### config.mk
export PLATFORM = sky130hd
export DESIGN_NAME = uart_rx_ctrl
export DESIGN_NICKNAME = d
export VERILOG_FILES = /design/src/rtl/uart_pkg.sv /design/src/rtl/sync_fifo.sv /design/src/rtl/uart_rx_ctrl.sv
export SDC_FILE = /design/constraint.sdc
export NUM_CORES = 1
export LEC_CHECK = 0
export ABC_AREA = 0
export ABC_CLOCK_PERIOD_IN_PS = 5700
export CORE_UTILIZATION = 35
export DETAILED_ROUTE_END_ITERATION = 7
export DONT_BUFFER_PORTS = 1
export PLACE_DENSITY = 0.58
export SETUP_SLACK_MARGIN = 0.5
export SLEW_MARGIN = 20
export SYNTH_ARGS = -nofsm -noshare
export SYNTH_HDL_FRONTEND = slang
export SYNTH_SLANG_ARGS = --single-unit
export TNS_END_PERCENT = 1
### constraint.sdc
create_clock -name baud -period 5.7 [get_ports baud]
set_input_delay 0.57 -clock baud [delete_from_list [all_inputs] [get_ports baud]]
set_output_delay 0.57 -clock baud [all_outputs]
set_load 0.03 [all_outputs]
### src/rtl/uart_pkg.sv
// Shared UART definitions: controller state encoding and fixed sequencing constants.
package uart_pkg;

  localparam int NUM_DATA_BITS = 8;
  localparam int ARM_CYCLES    = 2;

  typedef enum logic [2:0] {
    OFF     = 3'd0,
    ARM     = 3'd1,
    RUN     = 3'd2,
    DRAIN   = 3'd3,
    RECOVER = 3'd4
  } rx_ctrl_state_t;

endpackage

### src/rtl/sync_fifo.sv
// Single-clock FIFO with a registered head word; a push on full is accepted only
// when a pop frees a slot in the same cycle.
module sync_fifo #(
  parameter int WIDTH = 8,
  parameter int DEPTH = 16
) (
  input  logic             clk,
  input  logic             rst,
  input  logic             push,
  input  logic [WIDTH-1:0] push_data,
  input  logic             pop,
  output logic [WIDTH-1:0] head,
  output logic             full,
  output logic             empty
);

  localparam int AW = $clog2(DEPTH);
  localparam logic [AW:0]   PTR_ONE = (AW+1)'(1);
  localparam logic [AW-1:0] IDX_ONE = AW'(1);

  logic [WIDTH-1:0] mem [DEPTH];
  logic [AW:0]      wr_ptr;
  logic [AW:0]      rd_ptr;
  logic [AW:0]      count;
  logic [AW-1:0]    rd_next_idx;
  logic             do_push;
  logic             do_pop;

  // Extra pointer MSB separates full (MSBs differ) from empty (pointers equal).
  assign count       = wr_ptr - rd_ptr;
  assign empty       = (wr_ptr == rd_ptr);
  assign full        = (wr_ptr[AW] != rd_ptr[AW]) && (wr_ptr[AW-1:0] == rd_ptr[AW-1:0]);
  assign do_pop      = pop & ~empty;
  assign do_push     = push & (~full | do_pop);
  assign rd_next_idx = rd_ptr[AW-1:0] + IDX_ONE;

  always_ff @(posedge clk) begin
    if (do_push) mem[wr_ptr[AW-1:0]] <= push_data;
  end

  always_ff @(posedge clk) begin
    if (rst) begin
      wr_ptr <= '0;
      rd_ptr <= '0;
      head   <= '0;
    end else begin
      if (do_push) wr_ptr <= wr_ptr + PTR_ONE;
      if (do_pop)  rd_ptr <= rd_ptr + PTR_ONE;
      // Head only moves on a pop or on the first push into an empty FIFO, so it
      // stays stable while the consumer stalls.
      if (do_pop) begin
        if (count > PTR_ONE) head <= mem[rd_next_idx];
        else if (do_push)    head <= push_data;
      end else if (empty && do_push) begin
        head <= push_data;
      end
    end
  end

endmodule

### src/rtl/uart_rx_ctrl.sv
// Sequencer and byte buffer for one uart_rx: gates its enable, recovers from
// errors/stuck-busy, buffers bytes and streams them out with statistics.
module uart_rx_ctrl
  import uart_pkg::*;
#(
  parameter int DATA_W         = NUM_DATA_BITS,
  parameter int FIFO_DEPTH     = 16,
  parameter int CNT_W          = 8,
  parameter int RECOVER_CYCLES = 4,
  parameter int TIMEOUT_CYCLES = 256
) (
  input  logic              baud,
  input  logic              rst,
  input  logic              cfg_enable,
  input  logic              stat_clr,
  output logic              rx_enable,
  input  logic [DATA_W-1:0] rx_data,
  input  logic              rx_done,
  input  logic              rx_busy,
  input  logic              rx_error,
  output logic [DATA_W-1:0] m_data,
  output logic              m_valid,
  input  logic              m_ready,
  output logic              overflow,
  output logic [CNT_W-1:0]  err_cnt,
  output logic [CNT_W-1:0]  drop_cnt,
  output logic [2:0]        ctrl_state
);

  localparam int PH_W = $clog2(ARM_CYCLES + RECOVER_CYCLES + 1);
  localparam int TO_W = $clog2(TIMEOUT_CYCLES + 1);
  localparam logic [PH_W-1:0]  PH_ONE   = PH_W'(1);
  localparam logic [PH_W-1:0]  ARM_LAST = PH_W'(ARM_CYCLES - 1);
  localparam logic [PH_W-1:0]  REC_LAST = PH_W'(RECOVER_CYCLES - 1);
  localparam logic [TO_W-1:0]  TO_ONE   = TO_W'(1);
  localparam logic [TO_W-1:0]  TO_LAST  = TO_W'(TIMEOUT_CYCLES - 1);
  localparam logic [CNT_W-1:0] CNT_ONE  = CNT_W'(1);

  rx_ctrl_state_t  state;
  rx_ctrl_state_t  state_n;
  logic [PH_W-1:0] phase;
  logic [TO_W-1:0] busy_cnt;
  logic            busy_q;
  logic            err_q;
  logic            active;
  logic            byte_evt;
  logic            err_evt;
  logic            timeout;
  logic            push;
  logic            err_inc;
  logic            pop;
  logic            drop;
  logic            fifo_full;
  logic            fifo_empty;

  assign active     = (state == RUN) || (state == DRAIN);
  assign rx_enable  = (state == ARM) || active;
  assign ctrl_state = state;

  // rx_done is sticky in uart_rx, so a byte is the falling edge of busy with done set.
  assign byte_evt = busy_q & ~rx_busy & rx_done;
  assign err_evt  = ~err_q & rx_error;
  assign timeout  = active & rx_busy & (busy_cnt == TO_LAST);

  always_comb begin
    state_n = state;
    push    = 1'b0;
    err_inc = 1'b0;
    case (state)
      OFF: begin
        if (cfg_enable) state_n = ARM;
      end
      ARM: begin
        if (!cfg_enable)            state_n = OFF;
        else if (phase == ARM_LAST) state_n = RUN;
      end
      RUN: begin
        push = byte_evt;
        if (err_evt || timeout) begin
          err_inc = 1'b1;
          state_n = RECOVER;
        end else if (!cfg_enable) begin
          state_n = rx_busy ? DRAIN : OFF;
        end
      end
      DRAIN: begin
        push    = byte_evt;
        err_inc = err_evt | timeout;
        if (byte_evt || err_evt || timeout) state_n = OFF;
      end
      RECOVER: begin
        if (phase == REC_LAST) state_n = cfg_enable ? ARM : OFF;
      end
      default: state_n = OFF;
    endcase
  end

  always_ff @(posedge baud) begin
    if (rst) begin
      state    <= OFF;
      phase    <= '0;
      busy_q   <= 1'b0;
      err_q    <= 1'b0;
      busy_cnt <= '0;
    end else begin
      state <= state_n;
      if (state_n != state)                       phase <= '0;
      else if (state == ARM || state == RECOVER)  phase <= phase + PH_ONE;
      // Edge copies fall back to 0 while uart_rx is held in reset.
      busy_q   <= rx_enable & rx_busy;
      err_q    <= rx_enable & rx_error;
      busy_cnt <= (active && rx_busy && !timeout) ? busy_cnt + TO_ONE : '0;
    end
  end

  // Stream: a byte transfers on a cycle where m_valid and m_ready are both high;
  // m_data/m_valid do not change while m_valid=1 and m_ready=0.
  assign pop  = m_valid & m_ready;
  assign drop = push & fifo_full & ~pop;

  sync_fifo #(
    .WIDTH (DATA_W),
    .DEPTH (FIFO_DEPTH)
  ) u_fifo (
    .clk       (baud),
    .rst       (rst),
    .push      (push),
    .push_data (rx_data),
    .pop       (pop),
    .head      (m_data),
    .full      (fifo_full),
    .empty     (fifo_empty)
  );

  assign m_valid = ~fifo_empty;

  always_ff @(posedge baud) begin
    if (rst || stat_clr) begin
      overflow <= 1'b0;
      err_cnt  <= '0;
      drop_cnt <= '0;
    end else begin
      if (drop) overflow <= 1'b1;
      if (drop && drop_cnt != '1)   drop_cnt <= drop_cnt + CNT_ONE;
      if (err_inc && err_cnt != '1) err_cnt  <= err_cnt + CNT_ONE;
    end
  end

endmodule

# After elaboration in Yosys (flattened, before gate mapping)

Memory sizes are Yosys's and may differ from the RTL's.
Index checks and enable logic that the tools add are counted.

Bits in registers: 52
Bits in writable memories: 128
Input bits: 16
Output and inout port bits: 30
Memories kept: 1

Memories:

| name       | words | bits a word | rd ports | clocked after Yosys merged registers in | wr ports | line            | text |
|---|---|---|---|---|---|---|---|
| u_fifo.mem | 16    | 8           | 1        | 0                                       | 1        | sync_fifo.sv:21 | `logic [WIDTH-1:0] mem [DEPTH];` |

Add/sub/neg operators: 8
Magnitude comparators: 1
Equality and inequality tests: 14
Muxes and demuxes: 19
Bitwise gates (word level): 20
Reductions and logical operators: 20

Operators by type and width:

| operator              | number |
|---|---|
| $mux W8               | 4 |
| $mux W3               | 7 |
| $add A8 B1 Y8 const B | 2 |
| $ne A8 B8 Y1 const B  | 2 |
| $pmux W3 S5           | 1 |
| $and A1 B1 Y1         | 12 |
| $add A5 B1 Y5 const B | 2 |
| $add A9 B1 Y9 const B | 1 |
| $eq A3 B2 Y1 const B  | 3 |
| $eq A9 B8 Y1 const B  | 1 |
| $logic_or A1 B1 Y1    | 7 |
| $eq A3 B1 Y1 const B  | 2 |
| $logic_and A1 B1 Y1   | 6 |
| $not A1 Y1            | 6 |
| $reduce_or A2 Y1      | 3 |
| $eq A5 B5 Y1          | 1 |
| $gt A5 B1 Y1 const B  | 1 |
| $mux W1               | 5 |
| $sub A5 B5 Y5         | 1 |
| $add A4 B1 Y4 const B | 1 |
| $eq A4 B4 Y1          | 1 |
| $add A3 B1 Y3 const B | 1 |
| $eq A3 B3 Y1 const B  | 1 |
| $logic_not A3 Y1      | 1 |
| other kinds (9)       | 10 |

# Longest topological paths before layout

Gate-level depths: netlist (run 1).

Depth after elaboration: 9
Mapped depth: 9
Mapped depth without buffers: 9

# By module

A second synthesis (run 1) with hierarchy kept.

Cell total of the unflattened synthesis: 597
Area, all modules: 7714.9 µm²

Modules (own cells, without submodules):

| module       | times used | cells each | area an instance (µm²) | sequential area each (µm²) |
|---|---|---|---|---|
| sync_fifo    | 1          | 392        | 5959.5                 | 4204.0 |
| uart_rx_ctrl | 1          | 205        | 1755.4                 | 680.7 |

# Worst setup path before layout (run 1)

Ideal clock, no wire load.

Path kind: register -> register
Start: register u_fifo.rd_ptr[2]
End: memory u_fifo.mem[3][0], enable pin
Setup time: 0.383 ns
Arrival time: 2.014 ns
Data required time: 5.317 ns
Setup slack: 3.302 ns
Cell stages (with the launch flop): 8
Path buffers: 1
Period minus slack after synthesis: 2.398 ns
Cell sequence: dfxtp_1 > inv_1 > ha_1 > nand4_1 > o311a_1 > buf_4 > nand2_1 > nor3_1

Longest elaborated chain between the ends: 8

RTL lines:

| item                              | line                                 | text |
|---|---|---|
| start, declared                   | sync_fifo.sv:23                      | `logic [AW:0] rd_ptr;` |
| start signal, assigned            | sync_fifo.sv:48                      | `if (do_pop) rd_ptr <= rd_ptr + PTR_ONE;` |
| $eq A5 B5 Y1                      | sync_fifo.sv:31                      | `assign empty = (wr_ptr == rd_ptr);` |
| $not A1 Y1                        | sync_fifo.sv:33, uart_rx_ctrl.sv:135 |  |
| $and A1 B1 Y1                     | uart_rx_ctrl.sv:118                  | `assign pop = m_valid & m_ready;` |
| $and A1 B1 Y1                     | sync_fifo.sv:33                      | `assign do_pop = pop & ~empty;` |
| $or A1 B1 Y1 (*)                  | sync_fifo.sv:34                      | `assign do_push = push & (~full \| do_pop);` |
| $and A1 B1 Y1 (*)                 | sync_fifo.sv:34                      |  |
| $mux W1 (*)                       | sync_fifo.sv:38                      | `if (do_push) mem[wr_ptr[AW-1:0]] <= push_data;` |
| $mux W1 (implied by the code) (*) | sync_fifo.sv:38                      |  |
| end, declared                     | sync_fifo.sv:21                      |  |

Every way passes the cells marked *; elsewhere a longest branch is shown, timed or not.

# Worst setup path after layout (run 1)

Start: register state[1] (netlist: ctrl_state[1])
End: memory u_fifo.mem[3][4], enable pin

Longest elaborated chain between the ends: 6

RTL lines:

| item                              | line                | text |
|---|---|---|
| start, declared                   | uart_rx_ctrl.sv:39  | `rx_ctrl_state_t state;` |
| start signal, assigned            | uart_rx_ctrl.sv:106 | `state <= state_n;` |
| $eq A3 B2 Y1                      | uart_rx_ctrl.sv:69  | `case (state)` |
| $reduce_or A2 Y1 (no line) (*)    | -                   |  |
| $mux W1 (*)                       | uart_rx_ctrl.sv:69  |  |
| $and A1 B1 Y1 (*)                 | sync_fifo.sv:34     |  |
| $mux W1 (*)                       | sync_fifo.sv:38     |  |
| $mux W1 (implied by the code) (*) | sync_fifo.sv:38     |  |

Marked as above.

==> metrics.md, run 1 <==
| Metric | Value |
|---|---|
| Status | finished clean |
| Sw frac | 21.01% |
| CTS tree | yes |
| Yosys cell types | 59 |
| RR Startpoint | ctrl_state[1]$_SDFF_PP0_ |
| Slowest cell on the critical path | nor3_1 |
| Synth Area in Simple Gates | 13.11% |
| Post_cts resized | 0 |
| Reg power frac | 54.5% |
| Hold EP | ctrl_state[0]$_SDFF_PP0_ |
| RSZ-0062 raised after global routing | no |
| Yosys reg bits | 180 |
| Initial Util | 35.63% |
| Crit path max fanout | 10 |
| Largest net degree at the start of global routing | 41 |
| Maximum capacitance violations | 0 |
| Placed Cells incl. Taps | 863 |
| Total number of vias | 4718 |
| DRC violations left | 0 |
| Drt initial violations | 295 |
| Main combinational cell family by area after synthesis | simple AND/OR/NAND/NOR gates |
| Ys flop type | edfxtp_1 |
| CP Launch Type | register |
| # hold bufs at CTS | 0 |
| Die width | 150.8 um |
| Final Cycle Share | 53.91% |
| H-Tree Depth | 4 |
| Wirelength per Cell | 18.95 um |
| Syn_area_per_cell | 12.77 um^2 |
| Worst-path clk slew | 0.07 ns |
| Commonest cells post-synth | 128 x edfxtp_1, 69 x nand2_1, 58 x nor2_1 |
| Internal power | 2.034 mW |
| Num CTS Buffers | 17 |
| Syn-to-layout area delta | 10.96% |
| Rel. slew slack | 30.59% |
| Hold Path Origin | rst |
| Final min period | 3.073 ns |
| Dominant cells by area after synthesis | edfxtp_1 50%, dfxtp_1 13%, mux4_2 4.6% |
| Clock sink count | 180 |
| Synth Area in XOR/XNOR | 3.615% |
| Final hold vios | 0 |
| CP Class | reg -> reg |
| EDFF count, synth | 128 |
| Number of global-route vias before repair | 4653 |
| CP arrival | 3.12 ns |
| Lkg Pwr | 2.700 nW |
| WP data required | 5.75 ns |
| Post-Route WL | 16960 um |
| Root Driver | clkbuf_16 |
| Layout net count | 635 |
| Total Routing Usage GR | 15.65% |
| Top cell type's share of synthesized area | 49.58% |
| Peak VDD IR | 189.7 uV |
| Cell Rows | 54 |
| Worst Tran Pin Value | 1.033 ns |
| Ys Warns | 0 |
| Die ar. | 22750 um^2 |
| Reg-to-reg critical path endpoint | u_fifo.mem[3][4]$_DFFE_PP_ |
| Clk Latency, worst-skew pair | 0.43 ns |
| R2R Setup Slk | 2.63 ns |
| Most common cell in the netlist | edfxtp_1 |
| Final Non-Filler Cells | 895 |
| Max clock buf depth | 2 |
| Routed Antenna Nets | 0 |
| Cells on worst reg2reg path | 4 |
| Synth Cell Area | 7752 um^2 |
| Clock Skews | 0.007586 ns |
| FFs w/ async S/R, synth | 0% |
| Placer Congestion | 0.8283 |
| Combinational power share | 0.7% |
| Slew Limit Fails | 0 |
| Post-synthesis sequential area ratio | 63.01% |
| Area leader, netlist | edfxtp_1 |
| Pwr Density | 299.4 nW/um^2 |
| Die height | 150.8 um |
| Initial antenna violation count | 0 |
| Clock power frac | 44.8% |
| Adder-Cell Fraction of Synth Area | 2.841% |
| Port Buffer Count | 0 |
| Post CTS Setup Buffer Count | 0 |
| Gr ovfl total | 0 |
| CP max stage delay | 0.84 ns |
| Switch Pwr | 541.2 uW |
| Drt first pass iters | 4 |
| Layout cells sized above 1 | 10.89% |
| DR vias/cell | 5.272 |
| Synth Instances | 607 |
| CP Capture Type | register |
| Setup TNS | 0 ns |
| Global-route wire length before repair | 26230 um |
| Cells along the critical path | nor2b_1, o311a_1, nand2_1, nor3_1 |
| Syn_nets | 640 |
| Core Footprint | 21760 um^2 |
| Complex-gate fraction of the synthesized area | 7.973% |
| Post-DP HPWL | 11360 um |
| Top-Level Pins | 46 |
| Hold Path Cell Cnt | 1 |
| Mux contribution to synthesized area | 6.843% |
| Max Freq | 325.4 MHz |
| Finish-stage setup viols | 0 |
| # diodes | 0 |
| Worst min path class | in -> reg |
## per-layer routing
metal  vias up  track usage (%)  share of wire (%)
met5         -                0                  0
met4         0            6.700                2.0
met3        25            3.343                5.1
met2       116            25.11                 49
met1      2342            20.42                 44
li1       2235                -                  -
## layout make-up
class / instances / area (um^2)
Fill cell: 2037 / 13150
Sequential cell: 180 / 4885
Multi-Input combinational cell: 384 / 2699
Clock buffer: 18 / 439.2
Tap cell: 280 / 350.3
Clock inverter: 14 / 142.6
Inverter: 15 / 56.30
Timing Repair Buffer: 4 / 30.03
## metrics by stage
stage                     instance area [um^2]  setup slack, ns  power (mW)  util [%]  hold slack [ns]
after floorplan                           7752            3.302       1.452         -           0.4132
after global placement                    8005            2.664       1.450     36.80           0.4216
after detailed placement                  8005            2.529       1.451     36.80           0.4480
after CTS                                 8587            2.534       2.593     39.47           0.1823
after global routing                      8602            2.384       2.651     39.54           0.1866
final                                     8602            2.627       2.575     39.54           0.2011
## how the worst max path moves through the flow
stage	from	endpoint	cells past startpoint
floorplan	u_fifo.rd_ptr[2]$_SDFFE_PP0P_	u_fifo.mem[3][0]$_DFFE_PP_	7
global route	u_fifo.rd_ptr[2]$_SDFFE_PP0P_	u_fifo.mem[3][4]$_DFFE_PP_	6
finish	ctrl_state[1]$_SDFF_PP0_	u_fifo.mem[3][4]$_DFFE_PP_	4
global placement	ctrl_state[1]$_SDFF_PP0_	u_fifo.mem[2][2]$_DFFE_PP_	4
detailed placement	ctrl_state[1]$_SDFF_PP0_	u_fifo.mem[2][6]$_DFFE_PP_	4
CTS	ctrl_state[1]$_SDFF_PP0_	u_fifo.mem[2][7]$_DFFE_PP_	4
## power by group through the flow
stage / clock (mW) / combinational [mW] / sequential (mW)
5_1_grt: 1.23 / 0.0211 / 1.40
2_1_floorplan: 0 / 0.0205 / 1.43
6_report: 1.15 / 0.0187 / 1.40
4_1_cts: 1.17 / 0.0189 / 1.40
3_3_place_gp: 0 / 0.0181 / 1.43
3_5_place_dp: 0 / 0.0188 / 1.43
## cell usage in the layout, fill, tap and decap left out, types with 3 or more instances in the layout
cell type,count
edfxtp_1,128
nand2_1,69
nor2_1,58
dfxtp_1,52
nand3_1,33
xnor2_1,23
a21oi_1,19
mux2i_1,17
clkbuf_16,17
o21ai_0,16
mux4_2,16
ha_1,16
inv_1,15
xor2_1,8
a22oi_1,8
a41oi_1,8
a21o_1,8
o22ai_1,8
nor2b_1,6
nor3_1,6
nand4_1,5
inv_6,5
nand2b_1,4
nor4_1,4
buf_4,4
and3_1,3
nor3_2,3
and4_1,3
or3_1,3
and2_1,3
nor3b_1,3
clkinv_4,3
## kinds of logic (layout without fill, tap and decap cells)
| kind of cell | count (synthesis) | count (layout) |
|---|---|---|
| compound gates | 88 | 88 |
| buf+inv | 43 | 51 |
| flops | 180 | 180 |
| simple gates | 214 | 214 |
| mux | 33 | 33 |
| fa+ha+maj | 17 | 17 |
| xor+xnor | 32 | 32 |
## worst max-delay path, delay by kind of cell (launching register included)
family / cells / cell delay (ns)
and+or+nand+nor: 3 / 1.57
DFF: 1 / 0.68
AOI/OAI and AO/OA: 1 / 0.44
## state kept, by name, indices dropped and copies added, names as in the netlist, 3 cells and up
name           flops
err_cnt            8
u_fifo.head        8
u_fifo.mem       128
busy_cnt           9
u_fifo.rd_ptr      5
phase              3
ctrl_state         3
drop_cnt           8
u_fifo.wr_ptr      5
(Power assumes the default switching activity.)
==> run 2: changes to the inputs <==
Settings changed: ABC_CLOCK_PERIOD_IN_PS 5700 to 2900.
Clock period 5.7 ns to 2.9 ns, I/O delays scaled along.
==> run 2 against run 1 <==
  * Sequential share of layout area decreased by 1.4 points
  * Clock-buffer cell count increased by 1
  * Non-clock buffer count increased by 22
  * Via count increased by 3.5%
  * Register-to-register slack got worse by 2.2 ns
  * Largest cell class unchanged
  * Largest power group unchanged
  * Setup slack got worse by 2.2 ns
  * Clock skew increased by 0.0050 ns
  * Critical path depth increased by 2
==> metrics.md, run 2 (same netlist as run 1, synthesis figures left out) <==
| Metric | Value |
|---|---|
| Final Non-Filler Cells | 919 (was 895) |
| Die height | 150.8 um (unchanged) |
| Syn-to-layout area delta | 13.73% (was 10.96%) |
| Finish-stage setup viols | 0 (unchanged) |
| Slew Limit Fails | 0 (unchanged) |
| RSZ-0062 raised after global routing | yes (was no) |
| DRC violations left | 0 (unchanged) |
| Worst Tran Pin Value | 0.8076 ns (was 1.033 ns) |
| Clock sink count | 180 (unchanged) |
| Cell Rows | 54 (unchanged) |
| Max Freq | 410.0 MHz (was 325.4 MHz) |
| Internal power | 4.059 mW (was 2.034 mW) |
| H-Tree Depth | 4 (unchanged) |
| Placed Cells incl. Taps | 874 (was 863) |
| Post-Route WL | 17790 um (was 16960 um) |
| Drt initial violations | 334 (was 295) |
| Peak VDD IR | 332.1 uV (was 189.7 uV) |
| Routed Antenna Nets | 0 (unchanged) |
| Combinational power share | 1.7% (was 0.7%) |
| Die ar. | 22750 um^2 (unchanged) |
| GR Util met3 | 5.602% (was 3.343%) |
| Layout Utilization | 40.53% (was 39.54%) |
| Dpl ws | 0.2296 ns (was 2.529 ns) |
| Worst-path clk slew | 0.07 ns (about the same) |
| Port Buffer Count | 0 (unchanged) |
| Worst setup margin | 0.4608 ns (was 2.627 ns) |
| Final Cycle Share | 84.11% (was 53.91%) |
| Crit path max-delay family | simple AND/OR/NAND/NOR gates (unchanged) |
| Top-Level Pins | 46 (unchanged) |
| Setup TNS | 0 ns (unchanged) |
| Rel. slew slack | 45.96% (was 30.59%) |
| CP Class | reg -> reg (unchanged) |
| CTS tree | yes (unchanged) |
| Core Footprint | 21760 um^2 (unchanged) |
| Bufs and invs on worst path | 1 (was 0) |
| Met2 usage | 25.71% (was 25.11%) |
| Post-DP HPWL | 11350 um (was 11360 um) |
| WP data required | 2.96 ns (was 5.75 ns) |
| Pwr Density | 579.3 nW/um^2 (was 299.4 nW/um^2) |
| CP arrival | 2.50 ns (was 3.12 ns) |
| Clk Latency, worst-skew pair | 0.43 ns (about the same) |
| Largest net degree at the start of global routing | 41 (unchanged) |
| Drt first pass iters | 4 (unchanged) |
| CP max stage delay | 0.65 ns (was 0.84 ns) |
| Root Driver | clkbuf_16 (unchanged) |
| Clock Skews | 0.01256 ns (was 0.007586 ns) |
| Initial antenna violation count | 4 (was 0) |
| Initial Util | 35.63% (unchanged) |
| CP Capture Type | register (unchanged) |
| Global-route wire length before repair | 26400 um (was 26230 um) |
| Gr ovfl total | 0 (unchanged) |
| Cells along the critical path | inv_1, ha_1, nand4_1, o311a_1, nand2_1, nor2_1 (was nor2b_1, o311a_1, nand2_1, nor3_1) |
| Die width | 150.8 um (unchanged) |
| GRT met1 Usage | 20.29% (was 20.42%) |
| CP Launch Type | register (unchanged) |
| Wirelength per Cell | 19.36 um (was 18.95 um) |
| Layout net count | 657 (was 635) |
| Commonest non-fill, non-tap cell in the layout | edfxtp_1 (unchanged) |
| Clock power frac | 44.3% (was 44.8%) |
| Commonest non-fill, non-tap cells in the layout | 128 x edfxtp_1, 69 x nand2_1, 54 x nor2_1 (was 128 x edfxtp_1, 69 x nand2_1, 58 x nor2_1) |
| Switch Pwr | 1.049 mW (was 541.2 uW) |
| Busiest grt layer | met2 (unchanged) |
| Worst min path class | in -> reg (unchanged) |
| Maximum capacitance violations | 0 (unchanged) |
| Crit path max fanout | 8 (was 10) |
| Total number of vias | 4882 (was 4718) |
| Placer Congestion | 0.8849 (was 0.8283) |
| Lkg Pwr | 2.797 nW (was 2.700 nW) |
| Reg power frac | 54.0% (was 54.5%) |
| Total Routing Usage GR | 16.16% (was 15.65%) |
| Number of global-route vias before repair | 4643 (was 4653) |
| Final min period | 2.439 ns (was 3.073 ns) |
| Sw frac | 20.53% (was 21.01%) |
| Final hold vios | 0 (unchanged) |
| Num CTS Buffers | 17 (unchanged) |
| Status | finished clean (unchanged) |
| DR vias/cell | 5.312 (was 5.272) |
| Max clock buf depth | 2 (unchanged) |
| Largest register FFs | 128 (unchanged) |
| Layout cells sized above 1 | 12.24% (was 10.89%) |
| Slowest cell on the critical path | nor2_1 (was nor3_1) |
[run 2: worst paths after layout]
path / from / end / slack (ns) / cells past startpoint
setup / recovery: u_fifo.rd_ptr[1]$_SDFFE_PP0P_ / u_fifo.mem[5][5]$_DFFE_PP_ / 0.46 / 6
hold / removal: rst / u_fifo.head[4]$_SDFFE_PP0P_ / 0.04 / 2
setup reg to reg: u_fifo.rd_ptr[1]$_SDFFE_PP0P_ / u_fifo.mem[5][5]$_DFFE_PP_ / 0.46 / 6
hold reg to reg: busy_cnt[0]$_SDFF_PP0_ / busy_cnt[0]$_SDFF_PP0_ / 0.45 / 1
[run 2: cell type report]
type	count	area [um^2]
fillers	2040	12940
well taps	280	350.3
flip-flops and latches	180	4885
inverters	15	56.30
diodes	2	5.005
multi-input cells	384	2704
clock inverters	13	148.9
clock buffers	19	432.9
repair buffers	26	235.2
[run 2: power groups by stage]
stage | Combinational [mW] | Sequential [mW] | Clock [mW]
2_1_floorplan | 0.0403 | 2.81 | 0
3_3_place_gp | 0.0368 | 2.81 | 0
3_5_place_dp | 0.0382 | 2.81 | 0
4_1_cts | 0.0856 | 2.76 | 2.31
5_1_grt | 0.0931 | 2.76 | 2.41
6_report | 0.0855 | 2.76 | 2.26
[run 2: metal layers]
| layer | vias up | part of all wire (%) |
|---|---|---|
| met5 | - | 0.073 |
| met4 | 2 | 1.4 |
| met3 | 16 | 6.4 |
| met2 | 144 | 49 |
| met1 | 2446 | 43 |
| li1 | 2274 | - |
[run 2: what timing repair did]
item / CTS / global route
pin swaps: 0 / 0
cloned: 0 / 0
buffers inserted: 0 / 0
hold endpoints to repair: 143 / 1
endpoints found under the setup margin: 96 / 121
hold buffers: 10 / 1
resized for setup: 1 / 5
[run 2: stage by stage]
step	hold WS (ns)	total power, mW	area (um^2)
after floorplan	0.3889	2.853	7752
after global placement	0.3649	2.851	8100
after detailed placement	0.3671	2.853	8100
after CTS	0.0004779	5.149	8787
after global routing	0.01870	5.265	8815
final	0.04338	5.108	8817
==> run 3: changes to the inputs <==
Settings changed: ABC_CLOCK_PERIOD_IN_PS 2900 to 1950, PLACE_DENSITY 0.58 to 0.6.
Clock period 2.9 ns to 1.95 ns, I/O delays scaled along.
==> run 3 against run 2 <==
  * The run now ends with negative setup slack left
  * Final area rose by 14%
  * Clock power is 45% higher
  * Clock skew is 0.0050 ns lower
  * Register-to-register slack worse by 0.46 ns
  * Die area did not move
  * Combinational power increased by 82%
  * Via count up 6.1%
  * Clock-buffer cell count decreased by 2
  * Core utilization grew 5.8 points
  * Critical endpoint is now u_fifo.head[1]$_SDFFE_PP0P_
  * Highest routed layer unchanged
==> metrics.md, run 3 (same netlist as run 1, synthesis figures left out) <==
| Metric | Value |
|---|---|
| Status | finished, violations left (was finished clean) |
| Violated checks | negative setup slack |
| Commonest non-fill, non-tap cell in the layout | edfxtp_1 (unchanged) |
| Layout cells sized above 1 | 34.29% (was 12.24%) |
| Clk Latency, worst-skew pair | 0.43 ns (about the same) |
| CP Class | reg -> reg (unchanged) |
| CP arrival | 2.26 ns (was 2.50 ns) |
| Die width | 150.8 um (unchanged) |
| Hold Path Cell Cnt | 3 (was 2) |
| Layout Utilization | 46.30% (was 40.53%) |
| Largest register FFs | 128 (unchanged) |
| Wirelength per Cell | 19.81 um (was 19.36 um) |
| Cells along the critical path | ha_2, buf_12, mux4_2, nand2_1, a21oi_4, a41oi_2, o22ai_1 (was inv_1, ha_1, nand4_1, o311a_1, nand2_1, nor2_1) |
| DR vias/cell | 5.276 (was 5.312) |
| CP Launch Type | register (unchanged) |
| Pwr Density | 746.4 nW/um^2 (was 579.3 nW/um^2) |
| WP data required | 2.26 ns (was 2.96 ns) |
| Slew Limit Fails | 0 (unchanged) |
| Gr ovfl total | 0 (unchanged) |
| Number of fill cells | 1894 (was 2040) |
| CP max stage delay | 0.37 ns (was 0.65 ns) |
| Slowest cell on the critical path | dfxtp_4 (was nor2_1) |
| Drt first pass iters | 7 (was 4) |
| Commonest non-fill, non-tap cells in the layout | 128 x edfxtp_1, 60 x nand2_1, 59 x buf_4 (was 128 x edfxtp_1, 69 x nand2_1, 54 x nor2_1) |
| Final min period | 1.954 ns (was 2.439 ns) |
| Peak VDD IR | 455.5 uV (was 332.1 uV) |
| Max Freq | 511.8 MHz (was 410.0 MHz) |
| Crit path max fanout | 17 (was 8) |
| Number of global-route vias before repair | 5240 (was 4643) |
| Worst Tran Pin Value | 0.9791 ns (was 0.8076 ns) |
| Total number of vias | 5181 (was 4882) |
| Core Footprint | 21760 um^2 (unchanged) |
| CP Capture Type | register (unchanged) |
| Post-Route WL | 19460 um (was 17790 um) |
| Final hold vios | 0 (unchanged) |
| Initial antenna violation count | 2 (was 4) |
| Worst min path class | in -> reg (unchanged) |
| Largest net degree at the start of global routing | 25 (was 41) |
| Finish-stage setup viols | 1 (was 0) |
| Storage cell area | 4910 um^2 (was 4885 um^2) |
| Post-DP HPWL | 12410 um (was 11350 um) |
| Routed Antenna Nets | 0 (unchanged) |
| CTS tree | yes (unchanged) |
| Layout net count | 720 (was 657) |
| Root Driver | clkbuf_16 (unchanged) |
| Worst setup margin | -0.003757 ns (was 0.4608 ns) |
| Worst-path clk slew | 0.07 ns (about the same) |
| Port Buffer Count | 0 (unchanged) |
| Clock sink count | 180 (unchanged) |
| Cells on worst reg2reg path | 7 (was 6) |
| Lkg Pwr | 3.265 nW (was 2.797 nW) |
| H-Tree Depth | 4 (unchanged) |
| Setup TNS | -0.003757 ns (was 0 ns) |
| Initial Util | 35.63% (unchanged) |
| Die height | 150.8 um (unchanged) |
| Cell Rows | 54 (unchanged) |
| Multi-input gate area | 3339 um^2 (was 2704 um^2) |
| Max clock buf depth | 2 (unchanged) |
| Clock Skews | 0.007587 ns (was 0.01256 ns) |
| Top-Level Pins | 46 (unchanged) |
| Total Routing Usage GR | 17.71% (was 16.16%) |
| RSZ-0062 raised after global routing | yes (unchanged) |
| Placer Congestion | 0.8493 (was 0.8849) |
| Num CTS Buffers | 17 (unchanged) |
| Die ar. | 22750 um^2 (unchanged) |
| Drt initial violations | 327 (was 334) |
| Rel. slew slack | 34.73% (was 45.96%) |
| Syn-to-layout area delta | 29.94% (was 13.73%) |
| Final Cycle Share | 100.2% (was 84.11%) |
| Global-route wire length before repair | 29360 um (was 26400 um) |
| Maximum capacitance violations | 0 (unchanged) |
| DRC violations left | 0 (unchanged) |
## run 3: cell types whose count changed in the layout (fill, tap and decap cells not counted), sizes merged
cell and delta:
buf +62, inv +4, bufinv -2, clkbuf -2, dlymetal6s4s +1
## run 3: timing repair
action | CTS | global route
pin swaps | 65 | 41
buffers inserted | 8 | 0
cloned | 0 | 0
hold buffers | 12 | 0
endpoints found under the setup margin | 180 | 180
endpoints found under the hold margin | 151 | 0
gates resized for setup | 87 | 23
## run 3: layout make-up
cell class | instances | share of cell area (%)
Timing Repair Buffer | 89 | 8.359
Clock buffer | 17 | 4.223
Multi-Input combinational cell | 384 | 33.15
Tap cell | 280 | 3.478
Antenna cell | 2 | 0.04968
Clock inverter | 15 | 1.366
Inverter | 15 | 0.6335
Sequential cell | 180 | 48.74
## run 3: worst paths after layout
path | start | end | slack [ns]
worst max-delay path | u_fifo.rd_ptr[0]$_SDFFE_PP0P_ | u_fifo.head[1]$_SDFFE_PP0P_ | -0.004
worst min-delay path | rx_data[7] | u_fifo.head[7]$_SDFFE_PP0P_ | 0.04
worst max register to register | u_fifo.rd_ptr[0]$_SDFFE_PP0P_ | u_fifo.head[1]$_SDFFE_PP0P_ | -0.004
worst min register to register | busy_cnt[6]$_SDFF_PP0_ | busy_cnt[6]$_SDFF_PP0_ | 0.52
## run 3: where the power goes
group | total, mW | switching [mW] | internal, mW
Combinational | 0.156 | 0.105 | 0.0509
Sequential | 4.09 | 0.00458 | 4.09
Clock | 3.27 | 1.59 | 1.69
Total | 7.52 | 1.70 | 5.82
## run 3: per-layer routing
layer / up-vias / global-route usage, % / share of wire, %
met2: 118 / 29.15 / 50
met1: 2624 / 22.26 / 42
met3: 28 / 4.127 / 5.7
li1: 2409 / - / -
met4: 2 / 7.700 / 2.2
met5: - / 0 / 0.067
## run 3: critical path, delay by kind of cell, from the launching register on
kind | cells | cell delay, ns
AO/OA/AOI/OAI | 3 | 0.46
flip-flops | 1 | 0.37
adder cells (fa/ha/maj) | 1 | 0.37
multiplexers | 1 | 0.32
buffers and inverters | 1 | 0.18
AND/OR/NAND/NOR | 1 | 0.13
## run 3: stage by stage
step           setup WS [ns]  power, mW  hold WS [ns]  cells  instance area [um^2]
2_1_floorplan        0.09223      4.241        0.2939    607                  7994
5_1_grt             -0.07082      7.744       0.02664    980                 10070
6_report           -0.003757      7.518       0.03508    982                 10070
3_3_place_gp         -0.1072      4.240        0.2634    928                  8766
4_1_cts             -0.02670      7.569      0.008635    980                  9948
3_5_place_dp         -0.1732      4.243        0.2634    928                  8766
==> RTL change: new RTL, flow settings as in run 2 <==
Add an input register stage for `cfg_enable`, with the module's reset; this delays it by one clock. The other inputs are not delayed to match.
--- a/src/rtl/uart_rx_ctrl.sv
+++ b/src/rtl/uart_rx_ctrl.sv
@@ -38,2 +38,12 @@
 
+  logic cfg_enable_q;
+
+  always_ff @(posedge baud) begin
+    if (rst) begin
+      cfg_enable_q <= '0;
+    end else begin
+      cfg_enable_q <= cfg_enable;
+    end
+  end
+
   rx_ctrl_state_t  state;
@@ -70,6 +80,6 @@
       OFF: begin
-        if (cfg_enable) state_n = ARM;
+        if (cfg_enable_q) state_n = ARM;
       end
       ARM: begin
-        if (!cfg_enable)            state_n = OFF;
+        if (!cfg_enable_q)            state_n = OFF;
         else if (phase == ARM_LAST) state_n = RUN;
@@ -81,3 +91,3 @@
           state_n = RECOVER;
-        end else if (!cfg_enable) begin
+        end else if (!cfg_enable_q) begin
           state_n = rx_busy ? DRAIN : OFF;
@@ -91,3 +101,3 @@
       RECOVER: begin
-        if (phase == REC_LAST) state_n = cfg_enable ? ARM : OFF;
+        if (phase == REC_LAST) state_n = cfg_enable_q ? ARM : OFF;
       end
Behaviour: not the same (Yosys sat finds a counterexample within 4 cycles, from zero or initial values and one cycle with rst high).
==> RTL change against run 2 <==
- design area grew 0.89%
- synthesized area grew 0.53%
- sequential cell count grew 1
- power shrank 1.3%
- setup slack lost 80 ps
- final cell count grew 1.3%
- clock skew shrank 3.2 ps
- routed wire length grew 3.3%
- fmax shrank 3.2%
- largest cell class unchanged
- highest routed layer is now met4
==> RTL change: results (changes against run 2) <==
[cells_and_area]
nets = 666  ; was 657
drive_gt1_frac = 0.133  ; was 0.122
largest_reg_flops = 128  ; unchanged

[logic_synthesis]
synth-xor-area-share = 0.0371  ; was 0.0362
ys_top_cells_by_area = edfxtp_1, dfxtp_1, mux4_2  ; unchanged
synth_compound_area_frac = 0.0793  ; was 0.0797
synth_nets = 643  ; was 640
muxShareOfSynthArea = 0.0681  ; was 0.0684
yosysSeqAreaShare = 0.629  ; was 0.630
synth_common_cells = edfxtp_1, nand2_1, nor2_1  ; unchanged
synth_top_family_by_area = simple AND/OR/NAND/NOR gates  ; unchanged
synthAdderAreaFrac = 0.0283  ; was 0.0284

[detailed_routing]
first_pass_iters = 5  ; was 4
drt-initial-drc-count = 388  ; was 334
viasPerCell = 5.26  ; was 5.31
avgRoutedWirePerCell_um = 19.7  ; was 19.4 µm

[setup_path]
reg2regPathDepth = 7  ; was 6
reg2reg_from = u_fifo.wr_ptr[0]  ; was u_fifo.rd_ptr[1]
crit_path_end_kind = register  ; unchanged
r2r_end = u_fifo.mem[7][7]  ; was u_fifo.mem[5][5]
cp.arrival_ps = 2580  ; was 2500 ps
reg2reg_slack_ps = 380  ; was 460 ps

[placed_design]
gp_congestion = 0.867  ; was 0.885
dp_hpwl_mm = 11.9  ; was 11.4 mm

[timing]
clock_skew_ps = 9.31  ; was 12.6 ps
worst_slew_pin_slew_ps = 843  ; was 808 ps

[clock_tree]
cts.clk_slew.worst_paths_ps = 70  ; about the same
insertion_delay_ps = 430  ; about the same
h-tree-depth = 4  ; unchanged
cts_buffers = 17  ; unchanged

[pwr]
power_leakage_nw = 2.84  ; was 2.80 nW
ir_drop_uv = 227  ; was 332 µV

[run_status]
status = completed  ; unchanged

[worst_hold_path]
hp-class = in -> reg  ; unchanged
worstHoldStart = rst  ; unchanged
whs_path_depth = 2  ; unchanged
min_to = busy_q  ; was u_fifo.head[4]

[global_route]
grt.total_usage = 0.168  ; was 0.162
grt_pass1_wl_mm = 28.0  ; was 26.4 mm
grt_max_degree = 41  ; unchanged
grt_pass1_vias = 4932  ; was 4643
antenna_found_initial = 3  ; was 4

## RTL change: kinds of logic after synthesis
family / count (synthesis)
xor gates and xnor gates: 33
adders and majority gates: 17
DFF: 181
muxes: 33
and+or+nand+nor: 215
AOI/OAI and AO/OA: 88
buffers and inverters: 43
## RTL change: cell type report
type,instances,area [µm²]
diodes,5,12.5
clock buffers,18,429
clock inverters,14,136
fillers,2013,12900
inverters,15,56.3
multi-input cells,386,2720
flip-flops and latches,181,4900
well taps,280,350
repair buffers,32,283
## RTL change: stage by stage
step,instance area [µm²],instances,power (mW),hold slack [ps],worst slack (ps)
CTS,8870,926,5.08,27.6,349
global route,8890,930,5.19,38.1,199
global placement,8170,882,2.86,365,341
detailed placement,8180,882,2.86,366,290
floorplan,7790,610,2.86,389,502
finish,8900,931,5.04,43.5,381
## RTL change: repair_timing
action | 4_1_cts | 5_1_grt
setup endpoints to repair | 112 | 131
hold buffers | 12 | 0
cloned | 0 | 0
resized for setup | 1 | 5
hold endpoints to repair | 144 | 0
## RTL change: worst max-delay path, stage by stage (launching register included)
cell	delay (ps)
dfxtp_1	420
inv_1	120
ha_1	300
nand4_1	130
o311a_1	260
nand2_1	100
buf_4	160
nor2_1	650
## RTL change: report_power, final
group | switching, mW | internal, mW
Clock | 1.05 | 1.14
Sequential | 0.00516 | 2.76
Combinational | 0.0552 | 0.0228
Total | 1.11 | 3.93
## RTL change: how the worst max path moves through the flow
stage / from / to / slack (ps) / cells past startpoint
floorplan: u_fifo.rd_ptr[2] / u_fifo.mem[3][0] / 500 / 7
global placement: u_fifo.wr_ptr[0] / u_fifo.mem[3][4] / 340 / 6
detailed placement: u_fifo.wr_ptr[0] / u_fifo.mem[2][7] / 290 / 6
CTS: u_fifo.wr_ptr[0] / u_fifo.mem[7][7] / 350 / 7
global route: u_fifo.wr_ptr[0] / u_fifo.mem[7][7] / 200 / 7
finish: u_fifo.wr_ptr[0] / u_fifo.mem[7][7] / 380 / 7
## RTL change: routing by layer
metal | global-route usage | share of wire | vias to the layer above
li1 | - | - | 2300
met1 | 0.211 | 0.43 | 2454
met2 | 0.272 | 0.48 | 111
met3 | 0.0434 | 0.060 | 31
met4 | 0.0745 | 0.026 | 0
met5 | 0 | 0 | -
